### src/rtl/spi_block_tx_pkg.sv
// Shared SPI definitions: controller state encoding, default word width and
// the mode-0 clocking convention used by the transmit and receive blocks.
package spi_block_tx_pkg;

  localparam int unsigned SPI_DATA_WIDTH_DEFAULT = 32;

  // Mode 0: dclk idles low, data launched on falling edges, sampled on rising.
  localparam logic SPI_CPOL = 1'b0;
  localparam logic SPI_CPHA = 1'b0;

  typedef enum logic [1:0] {
    IDLE  = 2'd0,
    SHIFT = 2'd1,
    GAP   = 2'd2
  } spi_state_e;

  function automatic int unsigned spi_cnt_width(input int unsigned n);
    return (n <= 2) ? 1 : $clog2(n);
  endfunction

endpackage

### src/rtl/spi_block_tx_evt_counter.sv
// Wrapping event counter: counts evt_in pulses modulo MAX_COUNT.
module evt_counter
  import spi_block_tx_pkg::*;
#(
  parameter int unsigned MAX_COUNT = 128,
  parameter int unsigned COUNT_W   = spi_cnt_width(MAX_COUNT)
) (
  input  logic               clk_in,
  input  logic               rst_in,
  input  logic               evt_in,
  output logic [COUNT_W-1:0] count_out
);

  localparam logic [COUNT_W-1:0] COUNT_LAST = COUNT_W'(MAX_COUNT - 1);

  logic [COUNT_W-1:0] count_q;

  always_ff @(posedge clk_in) begin
    if (!rst_in) begin
      count_q <= '0;
    end else if (evt_in) begin
      count_q <= (count_q == COUNT_LAST) ? '0 : count_q + 1'b1;
    end
  end

  assign count_out = count_q;

endmodule

### src/rtl/spi_block_tx.sv
// Mode-0 SPI word transmitter with per-frame block counting.
// Define SPI_BLOCK_TX_CAPTURE_EN to also capture chip_data_in into data_out.
module spi_block_tx
  import spi_block_tx_pkg::*;
#(
  parameter int unsigned DATA_WIDTH      = SPI_DATA_WIDTH_DEFAULT,
  parameter int unsigned DATA_CLK_PERIOD = 100,
  parameter int unsigned NUM_BLOCKS      = 128
) (
  input  logic                  clk_in,
  input  logic                  rst_in,
  input  logic [DATA_WIDTH-1:0] data_in,
  input  logic                  valid_in,
`ifdef SPI_BLOCK_TX_CAPTURE_EN
  input  logic                  chip_data_in,
  output logic [DATA_WIDTH-1:0] data_out,
`endif
  output logic                  ready_out,
  output logic                  chip_data_out,
  output logic                  chip_clk_out,
  output logic                  chip_sel_out,
  output logic                  done_out,
  output logic                  final_out
);

  localparam int unsigned PW = spi_cnt_width(DATA_CLK_PERIOD);
  localparam int unsigned BW = spi_cnt_width(DATA_WIDTH);
  localparam int unsigned FW = spi_cnt_width(NUM_BLOCKS);

  localparam logic [PW-1:0] PHASE_RISE = PW'(DATA_CLK_PERIOD / 2 - 1);
  localparam logic [PW-1:0] PHASE_LAST = PW'(DATA_CLK_PERIOD - 1);
  localparam logic [BW-1:0] BIT_LAST   = BW'(DATA_WIDTH - 1);
  localparam logic [FW-1:0] FRAME_LAST = FW'(NUM_BLOCKS - 1);

  generate
    if ((DATA_CLK_PERIOD < 2) || ((DATA_CLK_PERIOD % 2) != 0)) begin : g_bad_period
      $error("spi_block_tx: DATA_CLK_PERIOD must be even and at least 2");
    end
  endgenerate

  spi_state_e            state_q;
  logic [DATA_WIDTH-1:0] shreg_q;
  logic [PW-1:0]         phase_q;
  logic [BW-1:0]         bit_q;
  logic                  cs_q;
  logic                  clk_q;
  logic                  done_q;
  logic                  final_q;
  logic [FW-1:0]         frame_cnt;
`ifdef SPI_BLOCK_TX_CAPTURE_EN
  logic [DATA_WIDTH-1:0] cap_q;
  logic [DATA_WIDTH-1:0] data_out_q;
`endif

  // The shift register MSB drives COPI directly; it is cleared whenever the
  // word ends so the line rests low while chip select is high.
  always_ff @(posedge clk_in) begin
    if (!rst_in) begin
      state_q <= IDLE;
      shreg_q <= '0;
      phase_q <= '0;
      bit_q   <= '0;
      cs_q    <= 1'b1;
      clk_q   <= 1'b0;
      done_q  <= 1'b0;
      final_q <= 1'b0;
`ifdef SPI_BLOCK_TX_CAPTURE_EN
      cap_q      <= '0;
      data_out_q <= '0;
`endif
    end else begin
      done_q  <= 1'b0;
      final_q <= 1'b0;
      case (state_q)
        IDLE: begin
          if (valid_in) begin
            state_q <= SHIFT;
            shreg_q <= data_in;
            cs_q    <= 1'b0;
            clk_q   <= 1'b0;
            phase_q <= '0;
            bit_q   <= '0;
          end
        end
        SHIFT: begin
          phase_q <= phase_q + 1'b1;
          if (phase_q == PHASE_RISE) begin
            clk_q <= 1'b1;
`ifdef SPI_BLOCK_TX_CAPTURE_EN
            cap_q <= {cap_q[DATA_WIDTH-2:0], chip_data_in};
`endif
          end
          if (phase_q == PHASE_LAST) begin
            clk_q   <= 1'b0;
            phase_q <= '0;
            if (bit_q == BIT_LAST) begin
              state_q <= GAP;
              cs_q    <= 1'b1;
              shreg_q <= '0;
              done_q  <= 1'b1;
              final_q <= (frame_cnt == FRAME_LAST);
`ifdef SPI_BLOCK_TX_CAPTURE_EN
              data_out_q <= cap_q;
`endif
            end else begin
              bit_q   <= bit_q + 1'b1;
              shreg_q <= {shreg_q[DATA_WIDTH-2:0], 1'b0};
            end
          end
        end
        GAP: begin
          phase_q <= phase_q + 1'b1;
          if (phase_q == PHASE_LAST) begin
            phase_q <= '0;
            state_q <= IDLE;
          end
        end
        default: state_q <= IDLE;
      endcase
    end
  end

  // Counter advances the cycle after done, so final sees the pre-increment count.
  evt_counter #(
    .MAX_COUNT (NUM_BLOCKS),
    .COUNT_W   (FW)
  ) u_frame_cnt (
    .clk_in    (clk_in),
    .rst_in    (rst_in),
    .evt_in    (done_q),
    .count_out (frame_cnt)
  );

  assign ready_out     = (state_q == IDLE);
  assign chip_data_out = shreg_q[DATA_WIDTH-1];
  assign chip_clk_out  = clk_q;
  assign chip_sel_out  = cs_q;
  assign done_out      = done_q;
  assign final_out     = final_q;
`ifdef SPI_BLOCK_TX_CAPTURE_EN
  assign data_out = data_out_q;
`endif

endmodule
### config.mk
export PLATFORM = sky130hd
export DESIGN_NAME = spi_block_tx
export DESIGN_NICKNAME = d
export VERILOG_FILES = /design/src/rtl/spi_block_tx_pkg.sv /design/src/rtl/spi_block_tx_evt_counter.sv /design/src/rtl/spi_block_tx.sv
export SDC_FILE = /design/constraint.sdc
export NUM_CORES = 1
export LEC_CHECK = 0
export BUFFER_PORTS_ARGS = -buffer_cell sky130_fd_sc_hd__buf_4
export CORE_MARGIN = 2
export CORE_UTILIZATION = 30
export CTS_BUF_LIST = sky130_fd_sc_hd__clkbuf_4 sky130_fd_sc_hd__clkbuf_8
export DETAILED_ROUTE_END_ITERATION = 10
export GPL_ROUTABILITY_DRIVEN = 0
export PLACE_DENSITY = 0.59
export SLEW_MARGIN = 10
export SYNTH_ARGS = -nofsm -noshare
export SYNTH_HDL_FRONTEND = slang
export SYNTH_SLANG_ARGS = --single-unit
### constraint.sdc
create_clock -name clk_in -period 2.65 [get_ports clk_in]
set_input_delay 0.3975 -clock clk_in [delete_from_list [all_inputs] [get_ports clk_in]]
set_output_delay 0.3975 -clock clk_in [all_outputs]
set_load 0.005 [all_outputs]
==> results.txt <==
----------------------------------------------------
[Clock tree]
  Number of post-CTS setup repair buffers ... 0
  Cell chosen for the clock root ... sky130_fd_sc_hd__clkbuf_8
  Count of hold buffers inserted by post-cts repair ... 0
  CTS sink cnt ... 57
  Clock-pin slew reported for the worst setup and hold paths after clock tree synthesis ... 60 ps
  Quantity of gates resized following cts ... 0
  TritonCTS clock tree ... built
  H-tree depth ... 3
  Clock Latency Late Sink ... 330 ps
  Maximum buffer depth of the clock tree ... 2
  Inserted Clock Buffers ... 9

[Synthesis]
  Mean instance size in the synthesized netlist ... 8.08 µm²
  Leading post-synthesis cells by cell area ... sky130_fd_sc_hd__dfxtp_1 39%, sky130_fd_sc_hd__a221oi_1 7.4%, sky130_fd_sc_hd__nand2b_1 6.1%, sky130_fd_sc_hd__a21oi_1 6.1%, sky130_fd_sc_hd__nand3_1 5.8%
  Synthesized flop and latch total ... 57
  Portion of synthesized cell area occupied by the leading cell type ... 38.6%
  Post-synthesis cell area ... 0.00296 mm²
  Yosys warning count ... 0
  Async S/R FF share, synth ... 0%
  Biggest area consumer among synthesized cells ... sky130_fd_sc_hd__dfxtp_1
  Number of synthesized flops with an enable pin ... 0
  Net Count, Synth ... 409
  Prevailing post-synth register cell ... sky130_fd_sc_hd__dfxtp_1
  Gate Count Post-Synth ... 366
  Sequential share of the synthesized area ... 38.6%
  Number of unique standard cell types used by synthesis ... between 40 and 50

[STA]
  Final hold viol count ... 0
  Setup WS post-layout ... between 400 and 500 ps
  Setup repair after global routing missed its margin ... no
  Achievable clock frequency ... between 400 and 500 MHz
  Final Slew Violations ... 0
  Post-route clock skew ... 4.65 ps
  Max transition margin ... 47.8%
  Final critical delay including setup and external delays ... between 2000 and 2500 ps
  Final setup fails ... 0
  Total Neg Setup Slack ... 0 ps
  Worst hold slack ... 321 ps
  Share of the clock period used by the worst path ... 83.5%
  Worst Max-Slew Pin Slew ... 782 ps

[Drt]
  Routed WL ... just over 7 mm
  Drt pass-1 iters ... 4
  Drt drc ... 0
  Post-route antenna net violation count ... 0
  Average detailed-routed wire length per instance ... ~13 µm
  Via/cell ratio ... 5.14
  Number of DRC markers after the initial detailed-route iteration ... 145
  Via count ... 2738

[Floorplan]
  Die X-Extent ... 103 µm
  Die Y ... 103 µm
  Area of the core region ... between 0.009 and 0.01 mm²
  Starting density of the core ... 30.5%
  Die Outline Area ... 0.0107 mm²
  Ports placed on the boundary ... 41
  Num rows ... 36

[Placement]
  Input/output buffers ... 40
  Final HPWL DP ... 4.54 mm
  Pre-CTS setup slack ... 447 ps

[Finish]
  # diodes ... 0
  Total area of sequential cells ... 0.00114 mm²
  Fill count ... between 1000 and 1500
  Multi-input logic area ... between 0.0015 and 0.002 mm²
  NumNets Final ... 440
  Synth-to-Final Area Change ... 20.3%
  Fraction of final layout cells with drive strength greater than 1 ... 17.5%
  Final cell utilization of the core ... 36.7%

[Global routing]
  Via count of the first global-routing pass ... 2532
  Global route overflow ... 0
  Global routing met1 resource utilization ... 18.3%
  Antenna violations before repair ... 0
  Global routing met3 resource utilization ... a little over 4%
  Busiest grt layer ... met2
  GRT Util Overall ... 14.0%
  Met2 track demand over resource in global routing ... 22.1%
  Pin count of the biggest net entering global routing ... 49
  Wire length of the first global-routing pass ... 11.8 mm

[Worst setup path]
  Cell with the most instances on the worst path ... sky130_fd_sc_hd__ha_1
  Kind of critical path ... flip-flop to flip-flop
  CP Buf/Inv Count ... 1
  Required time worst endpoint ... between 2000 and 3000 ps
  Cell family with most CP delay ... simple AND/OR/NAND/NOR gates
  Arrival time worst endpoint ... 2470 ps
  Maximum fanout along the worst path ... 31
  Maximum single-stage delay on the critical path ... 360 ps
  Cells along the critical path ... ha_1 -> and3_1 -> ha_1 -> and4bb_2 -> nor4b_4 -> buf_4 -> nand2_1 -> a31oi_1
  Slowest stage cell, crit path ... sky130_fd_sc_hd__and4bb_2
  Launching element type of the critical path ... flip-flop
  Sort of element at the end of the critical path ... flip-flop

[Min path]
  Class of the tightest hold or removal check ... input pin to flip-flop

[Pwr]
  Ratio of total power to cell area ... 566 mW/mm²
  Leak pwr ... approximately 1.3 nW
  Peak supply drop ... 0.242 mV

[Status]
  Outcome ... completed

[Run]
  MaxCap Viol Count ... 0

----------------------------------------------------
logic make-up after synthesis:
group	count (synthesis)	share of synthesized area, %
flip-flops	57	38.6
XOR/XNOR	8	2.37
buffers and inverters	32	4.31
adder cells (fa/ha/maj)	8	3.38
AND/OR/NAND/NOR	158	28.2
AO/OA/AOI/OAI	100	22.1
multiplexers	3	1.06
report_power, final:
part	switching, mW	internal, mW
Combinational	0.187	0.154
Clock	0.319	0.412
Sequential	0.0364	0.905
registers in the layout (all words and copies together), names as in the netlist:
register and cells:
bit_q 5, chip_clk_out 1, chip_sel_out 1, done_out 1, final_out 1, phase_q 7, shreg_q 32, state_q 2
u_frame_cnt.count_out 7
worst register-to-register path: stages, from the launching register on:
cell and delay (ps):
sky130_fd_sc_hd__dfxtp_1 340, sky130_fd_sc_hd__ha_1 230, sky130_fd_sc_hd__and3_1 190, sky130_fd_sc_hd__ha_1 190
sky130_fd_sc_hd__and4bb_2 360, sky130_fd_sc_hd__nor4b_4 210, sky130_fd_sc_hd__buf_4 360, sky130_fd_sc_hd__nand2_1 110
sky130_fd_sc_hd__a31oi_1 170
layer usage:
metal / part of all wire (%) / wire [µm]
met1: 50 / 3540
met2: 45 / 3190
met3: 3.6 / 252
met4: 1.3 / 90
met5: 0 / 0
stage by stage:
stage               instances  total power [mW]  area, µm²
detailed placement        519              1.30       3380
CTS                       533              2.04       3560
global route              533              2.12       3560
floorplan                 366              1.18       2960
finish                    533              2.01       3560
global placement          519              1.30       3380
cell type report:
type	count	area share, %
Multi-Input combinational cell	277	47.7
Timing Repair Buffer	46	10.1
Tap cell	133	4.68
Sequential cell	57	32.1
Clock buffer	14	4.89
Inverter	6	0.633
cells in the final DEF (no fill, tap or decap), types with 2 or more instances in the layout:
master,Yosys,routed
sky130_fd_sc_hd__ha_1,8,8
sky130_fd_sc_hd__o21ai_0,14,14
sky130_fd_sc_hd__o31a_1,4,4
sky130_fd_sc_hd__a31oi_1,10,10
sky130_fd_sc_hd__nand3_1,34,34
sky130_fd_sc_hd__a211oi_1,3,3
sky130_fd_sc_hd__clkbuf_8,0,11
sky130_fd_sc_hd__nor2_1,38,38
sky130_fd_sc_hd__inv_1,5,5
sky130_fd_sc_hd__nand4_1,5,5
sky130_fd_sc_hd__dfxtp_1,57,57
sky130_fd_sc_hd__a221oi_1,25,25
sky130_fd_sc_hd__nand2_1,27,27
sky130_fd_sc_hd__buf_4,1,45
sky130_fd_sc_hd__a21oi_1,36,36
sky130_fd_sc_hd__nand2b_1,29,29
sky130_fd_sc_hd__xor2_1,7,7
sky130_fd_sc_hd__nor4_1,2,2
sky130_fd_sc_hd__nor3_1,3,3
sky130_fd_sc_hd__and2_1,4,4
sky130_fd_sc_hd__clkbuf_4,0,3
sky130_fd_sc_hd__and3_1,5,5
sky130_fd_sc_hd__o22ai_1,2,2
sky130_fd_sc_hd__mux2i_1,2,2
cell usage after synthesis (5+ instances only):
cell type,instances
sky130_fd_sc_hd__a21oi_1,36
sky130_fd_sc_hd__a221oi_1,25
sky130_fd_sc_hd__a31oi_1,10
sky130_fd_sc_hd__and3_1,5
sky130_fd_sc_hd__clkbuf_1,18
sky130_fd_sc_hd__dfxtp_1,57
sky130_fd_sc_hd__ha_1,8
sky130_fd_sc_hd__inv_1,5
sky130_fd_sc_hd__nand2_1,27
sky130_fd_sc_hd__nand2b_1,29
sky130_fd_sc_hd__nand3_1,34
sky130_fd_sc_hd__nand4_1,5
sky130_fd_sc_hd__nor2_1,38
sky130_fd_sc_hd__o21ai_0,14
sky130_fd_sc_hd__xor2_1,7
final timing paths:
| check | startpoint | to | slack, ps | depth (start not counted) |
|---|---|---|---|---|
| max | bit_q[0]$_SDFFE_PN0P_ | shreg_q[8]$_SDFFE_PN0P_ | 440 | 8 |
| min | rst_in | chip_sel_out$_SDFFE_PN1P_ | 320 | 2 |
| max reg2reg | bit_q[0]$_SDFFE_PN0P_ | shreg_q[8]$_SDFFE_PN0P_ | 440 | 8 |
| min reg2reg | u_frame_cnt.count_out[5]$_SDFFE_PN0P_ | u_frame_cnt.count_out[5]$_SDFFE_PN0P_ | 470 | 1 |
Power figures use the tool's default switching activity.
